[config.mk]
export PLATFORM = sky130hd
export DESIGN_NAME = chan_display_sequencer
export DESIGN_NICKNAME = d
export VERILOG_FILES = /design/src/rtl/chan_display_sequencer.sv
export SDC_FILE = /design/constraint.sdc
export NUM_CORES = 1
export LEC_CHECK = 0
export BUFFER_PORTS_ARGS = -buffer_cell sky130_fd_sc_hd__clkbuf_2
export CAP_MARGIN = 20
export CORE_ASPECT_RATIO = 1.2
export CORE_MARGIN = 5
export CORE_UTILIZATION = 29
export CTS_CLUSTER_DIAMETER = 100
export DETAILED_ROUTE_END_ITERATION = 16
export MAX_ROUTING_LAYER = met4
export RECOVER_POWER = 100
export SLEW_MARGIN = 15
export SYNTH_ARGS = -nofsm -noshare
export SYNTH_HDL_FRONTEND = slang
export SYNTH_SLANG_ARGS = --single-unit
[constraint.sdc]
create_clock -name clk -period 2.5 [get_ports clk]
set_input_delay 0.5 -clock clk [delete_from_list [all_inputs] [get_ports clk]]
set_output_delay 0.5 -clock clk [all_outputs]
set_load 0.03 [all_outputs]
[src/rtl/chan_display_sequencer.sv]
// N-channel display sequencer: manual or auto-rotating selection of one W-bit
// source onto a registered result bus, with a freeze control that holds everything.
module chan_display_sequencer #(
  parameter int N_CH  = 4,
  parameter int W     = 3,
  parameter int DWELL = 8,
  localparam int SEL_W  = (N_CH > 1) ? $clog2(N_CH) : 1,
  localparam int DCNT_W = (DWELL > 1) ? $clog2(DWELL) : 1
) (
  input  logic                clk,
  input  logic                rst,
  input  logic                mode,
  input  logic [SEL_W-1:0]    sel,
  input  logic                freeze,
  input  logic [N_CH*W-1:0]   ch_data,
  output logic [W-1:0]        result,
  output logic [SEL_W-1:0]    cur_ch,
  output logic                switched
);

  typedef enum logic [1:0] {
    MANUAL = 2'd0,
    AUTO   = 2'd1,
    HOLD   = 2'd2
  } state_t;

  localparam logic [SEL_W-1:0]  LAST_CH    = SEL_W'(N_CH - 1);
  localparam logic [DCNT_W-1:0] LAST_DWELL = DCNT_W'(DWELL - 1);

  state_t             state;
  logic [DCNT_W-1:0]  dwell_cnt;
  logic [DCNT_W-1:0]  dwell_base;
  logic               sel_ok;
  logic [W-1:0]       ch_arr [N_CH];

  function automatic logic [SEL_W-1:0] next_ch(input logic [SEL_W-1:0] c);
    return (c == LAST_CH) ? '0 : c + 1'b1;
  endfunction

  always_comb begin
    for (int k = 0; k < N_CH; k++) begin
      ch_arr[k] = ch_data[k*W +: W];
    end
  end

  // Coming straight from MANUAL the count always restarts, whatever it held.
  assign dwell_base = (state == MANUAL) ? '0 : dwell_cnt;
  assign sel_ok     = (32'(sel) < N_CH);

  // Stage boundary: control state and registered output bus
  always_ff @(posedge clk or negedge rst) begin
    if (!rst) begin
      state     <= MANUAL;
      dwell_cnt <= '0;
      cur_ch    <= '0;
      switched  <= 1'b0;
      result    <= '0;
    end else if (freeze) begin
      state    <= HOLD;
      switched <= 1'b0;
    end else begin
      result <= ch_arr[cur_ch];
      if (mode) begin
        state <= AUTO;
        if (dwell_base == LAST_DWELL) begin
          dwell_cnt <= '0;
          cur_ch    <= next_ch(cur_ch);
          switched  <= 1'b1;
        end else begin
          dwell_cnt <= dwell_base + 1'b1;
          switched  <= 1'b0;
        end
      end else begin
        state     <= MANUAL;
        dwell_cnt <= '0;
        if (sel_ok && (sel != cur_ch)) begin
          cur_ch   <= sel;
          switched <= 1'b1;
        end else begin
          switched <= 1'b0;
        end
      end
    end
  end

endmodule
[Word-level counts from Yosys, hierarchy flattened]
Cells that the tools add are included.
Cells by class
  equality and inequality tests: 4
  order comparisons: 1
  bitwise gates (word level): 2
  muxes and demuxes: 16
  reduce and logical (&&, ||, !) cells: 3
  add/sub/neg operators: 2
Operators by type and width (count)
  3-bit two-way mux: 5
  2-bit two-way mux: 5
  3-bit binary-select mux with 2-bit select: 1
  1-bit two-way mux: 5
  3-bit by 1-bit adder with 3-bit output (second input constant): 1
  3-bit equality test (second input constant): 1
  3-bit greater-or-equal comparator (second input constant): 1
  2-bit inverter with 3-bit output: 1
  3-bit AND reduction: 1
  2-bit by 1-bit adder with 2-bit output (second input constant): 1
  2-bit equality test (second input constant): 1
  2-bit logical NOT: 1
  2-bit by 1-bit != test with 1-bit output (second input constant): 1
  2-bit != test: 1
  2-bit nonzero test: 1
  1-bit inverter: 1
Storage, ports and cells
  logic and storage cells: 33
  input bits: 18
  flip-flop bits (word level): 11
  output and inout port bits: 6

[Longest topological paths before layout]
  depth after elaboration: 6
  mapped depth: 7
  gate-level depth less buffers: 7

[Least setup slack after synthesis]
No wires, ideal clock.
  path type: reg2reg
  start: register state[1]
  end: register cur_ch[0]
  stages on the path, launching flop included: 8
  library setup time: 0.122 ns
  path buffers: 0
  data required time: 2.378 ns
  setup slack: 1.105 ns
  clock period less this slack: 1.395 ns
  arrival time: 1.272 ns
  cells stage by stage: dfrtp_1 nor2_1 nor2b_1 ha_1 ha_1 and4bb_1 a21oi_1 o2bb2ai_1
Between the ends
  word-level cells in the longest chain between the ends: 5
RTL lines
  start: declaration: line 30  | state_t state;
  start signal: assignment: line 53  | state <= MANUAL;
  start signal: assignment: line 59  | state <= HOLD;
  start signal: assignment: line 64  | state <= AUTO;
  2-bit logical NOT: line 47  | assign dwell_base = (state == MANUAL) ? '0 : dwell_cnt;
  3-bit two-way mux: line 47
  3-bit equality test: line 65  | if (dwell_base == LAST_DWELL) begin
  2-bit by 1-bit != test with 1-bit output (no line)
  3-bit AND reduction (no line)
  end signal: assignment: line 67  | cur_ch <= next_ch(cur_ch);
  end signal: assignment: line 77  | cur_ch <= sel;
  end: declaration: line 17  | output logic [SEL_W-1:0] cur_ch,
No other way between the ends.
A chain may end at the register's enable or synchronous reset.

[Worst setup path after layout]
  start: register cur_ch[1]
  end: output cur_ch[1]
No word-level cell between the ends.

==> run summary <==
In this run the worst path has a maximum fanout of 10. Most common cell after layout, fill and taps aside: sky130_fd_sc_hd__clkbuf_2. The tree built by TritonCTS fans out to 11 sinks. Across all register-to-register paths, the minimum setup slack is 950 ps. The worst setup path is captured at an output port.

The final count of pins violating max slew is 0, and the power density over cell area is 621 mW/mm^2. Including well taps, the total number of placed cells is 95. The die span in x was 51.7 um.

Summed over all layers, the global routing overflow is 0. The initial utilization of the core area, before any placement, comes to 29.9%. The run gives 500 as the detailed-route via count. The tools report the post-route total power as 456 uW. The leakage power summed over all cells was 0.356 nW. The run gives 60.5% as the worst slew slack as a fraction of its limit. For this run, the number of standard cells in the final layout without fillers is 99. The startpoint of the worst setup timing path is cur_ch[1].

The final layout contains 101 nets. sky130_fd_sc_hd__dfrtp_1 takes more of the synthesized area than any other cell. The flow ran to the end, and the final reports show no timing, DRC or antenna violations. The total area inside the core boundary comes to 0.00203 mm^2.

The category of the worst setup path launch point was a flip-flop. The initialized floorplan defines 18 standard-cell rows. The critical path goes through clkbuf_1. In the final routed layout, each cell accounts on average for 13.6 um.

By area the synthesized netlist is led by sky130_fd_sc_hd__dfrtp_1, sky130_fd_sc_hd__mux2_4, sky130_fd_sc_hd__ha_1, sky130_fd_sc_hd__mux2i_1, sky130_fd_sc_hd__a21oi_1. The cell depth of the worst flop-to-flop path works out to 7. The switching part of the total is 33.0%, and the post-detailed-route DRC marker count is 0. After detailed routing, the number of vias per cell comes to 5.05.

The detail route stage leaves a number of antenna-violating nets equal to 0. Class of the tightest hold or removal check: input port to asynchronous set/reset pin. The total number of yosys warnings was 0; the average instance area after synthesis was 11.2 um^2. The share of final-layout standard cells stronger than drive strength 1 works out to 26.6%. For the number of detailed-route iterations in the first pass, the log shows 4.

After synthesis, the netlist uses 24 different library cells. Relative to the synthesized area, the layout overhead comes to 21.3%. The worst setup path is of the flip-flop to output port kind. For this design the total switching power over the nets is 150 uW. The power share of the combinational group came out at 25.2%.

The tools report the number of buffers between clock root and the deepest sink as 2. Cells fill 36.2% of the core in the end. The tools report the post-synthesis instance area as 606 um^2. The top cell types in the final layout, fill and taps aside, are sky130_fd_sc_hd__clkbuf_2, sky130_fd_sc_hd__dfrtp_1, sky130_fd_sc_hd__clkbuf_1. Counting every net in the synthesized netlist gives 75.

Across the VDD grid, the largest voltage drop is 320 uV. Final HPWL from detailed placement: 1070 um. The clock network latency to the later pin of the worst-skew pair was 270 ps. The count of buffers added on input and output ports is 23.

The post-route fraction of the period consumed by the critical path was 69.2%; the setup-violating endpoint count in the final report was 0. The via count of the first global-routing pass is 493, and the number of resized instances in the post-cts repair step is 0. The logs give 0 for the number of endpoints with negative hold slack in the final report and 2110 um for the global-route wire length before repair.

For this run, the register share of the synthesized area comes to 45.5%. In this run, CTS created clock tree buffers numbering 3. Entering global routing, the biggest net connects 13 pins. The post-CTS clock slew at the launch and capture registers of the worst setup and hold paths was 70 ps. The cell class contributing the biggest share of worst-path delay is flip-flops.

The maximum level of the CTS H-tree was 1; the pre-CTS worst setup slack was 977 ps. The clock network is responsible for 27.4% of the overall power. The worst register-to-register path begins at state[1]. The most critical setup path has its endpoint at cur_ch[1]. The endpoint identified for the worst register-to-register timing path is cur_ch[0]. The data arrival time of the critical path came out at 1230 ps. The count of antenna diodes in the layout was 0.

For the final database, setup skew stands at 3.49 ps. The initial detailed-routing violation count is 6. For the initial antenna violation count, the log shows 0. STA puts the critical path data required time at 2000 ps. The measured slew at the worst slew-check pin works out to 592 ps. The top cell type by area accounts for 45.5% of the synthesized area.

The total number of cells along the worst setup path came out at 1. The die covers 0.00311 mm^2. The die outline height was 60.1 um; the post-CTS setup repair buffer count was 0. The library cell contributing the largest single delay on the critical path was sky130_fd_sc_hd__dfrtp_1.

The run gives 47.4% as the relative contribution of sequential cells to total power. For this block, the routed nets add up to 1350 um of wire. The tools report the max-capacitance violation count as 0. The tools report the clock root buffer master as sky130_fd_sc_hd__clkbuf_4. TritonCTS built the clock tree. The routability-driven placement congestion ratio is 0.682.

The number of hold buffers added after CTS was 0. The I/O pin count is 24, and the final critical delay including setup and external delays is 1730 ps. For this run, the slowest stage of the critical path takes 600 ps. Summed over all failing endpoints, the final setup total negative slack is 0 ps. The number of buffer and inverter instances along the worst setup path was 1. The logs give 306 uW for the internal cell power and 9.84% for the total routing usage reported by global routing.

The highest clock frequency the design can meet is 0.578 GHz. Setup repair after global routing left no endpoint under its margin. In the post-route analysis, the smallest setup slack over all paths is 769 ps. Synthesis produced 54 cells. In this run, synthesis produced a sequential element count of 11.
-- cell type report --
cell class	count	area [um^2]
Clock buffer	4	26.3
Fill cell	223	1290
Inverter	2	7.51
Multi-Input combinational cell	39	295
Sequential cell	11	275
Tap cell	20	25.0
Timing Repair Buffer	23	105
-- Yosys cell counts --
| library cell | count |
|---|---|
| sky130_fd_sc_hd__dfrtp_1 | 11 |
| sky130_fd_sc_hd__a21oi_1 | 5 |
| sky130_fd_sc_hd__nand2_1 | 4 |
| sky130_fd_sc_hd__ha_1 | 3 |
| sky130_fd_sc_hd__mux2_4 | 3 |
| sky130_fd_sc_hd__mux2i_1 | 3 |
| sky130_fd_sc_hd__nor2_1 | 3 |
| sky130_fd_sc_hd__nor2b_1 | 3 |
| sky130_fd_sc_hd__o22ai_1 | 2 |
| sky130_fd_sc_hd__o2bb2ai_1 | 2 |
| sky130_fd_sc_hd__xnor2_1 | 2 |
| sky130_fd_sc_hd__a22o_1 | 1 |
| sky130_fd_sc_hd__a31oi_1 | 1 |
| sky130_fd_sc_hd__and3_1 | 1 |
| sky130_fd_sc_hd__and4bb_1 | 1 |
| sky130_fd_sc_hd__buf_2 | 1 |
| sky130_fd_sc_hd__buf_6 | 1 |
| sky130_fd_sc_hd__inv_1 | 1 |
| sky130_fd_sc_hd__inv_2 | 1 |
| sky130_fd_sc_hd__nand2b_1 | 1 |
| sky130_fd_sc_hd__o21ai_0 | 1 |
| sky130_fd_sc_hd__o22ai_2 | 1 |
| sky130_fd_sc_hd__o31ai_1 | 1 |
| sky130_fd_sc_hd__or2b_4 | 1 |
-- metrics by stage --
step,hold WS (ps),area [um^2]
2_1_floorplan,204,606
3_3_place_gp,395,729
3_5_place_dp,396,729
4_1_cts,97.8,756
5_1_grt,241,734
6_report,198,734
-- metal layers --
metal  GRT usage (%)  share of wire (%)  vias up
met3            2.74                5.6        4
met4            6.74                2.7        0
li1                -                  -      243
met5               -                  0        -
met1            9.52                 42      238
met2            16.9                 50       15
-- logic make-up after synthesis --
family	synth area share, %
multiplexers	12.4
flip-flops	45.5
XOR/XNOR	2.89
buffers and inverters	3.92
AO/OA/AOI/OAI	15.7
adder cells (fa/ha/maj)	6.20
AND/OR/NAND/NOR	13.4
-- how the worst min path moves through the flow --
stage,from,end,slack [ps],cells after the start
floorplan,rst,cur_ch[0],200,0
global placement,rst,switched,390,1
detailed placement,rst,switched,400,1
CTS,rst,switched,100,1
global route,rst,switched,240,1
finish,rst,dwell_cnt[0],200,1
-- flip-flops by register name, indices dropped and copies added, names as in the netlist --
register,cells
dwell_cnt,3
cur_ch,2
result,3
switched,1
state,2
-- power by group through the flow --
stage | clock network, mW | registers [mW] | logic, mW
2_1_floorplan | 0 | 0.241 | 0.0648
3_3_place_gp | 0 | 0.220 | 0.124
3_5_place_dp | 0 | 0.221 | 0.126
4_1_cts | 0.127 | 0.218 | 0.126
5_1_grt | 0.137 | 0.220 | 0.126
6_report | 0.125 | 0.216 | 0.115
Power figures use the tool's default switching activity.
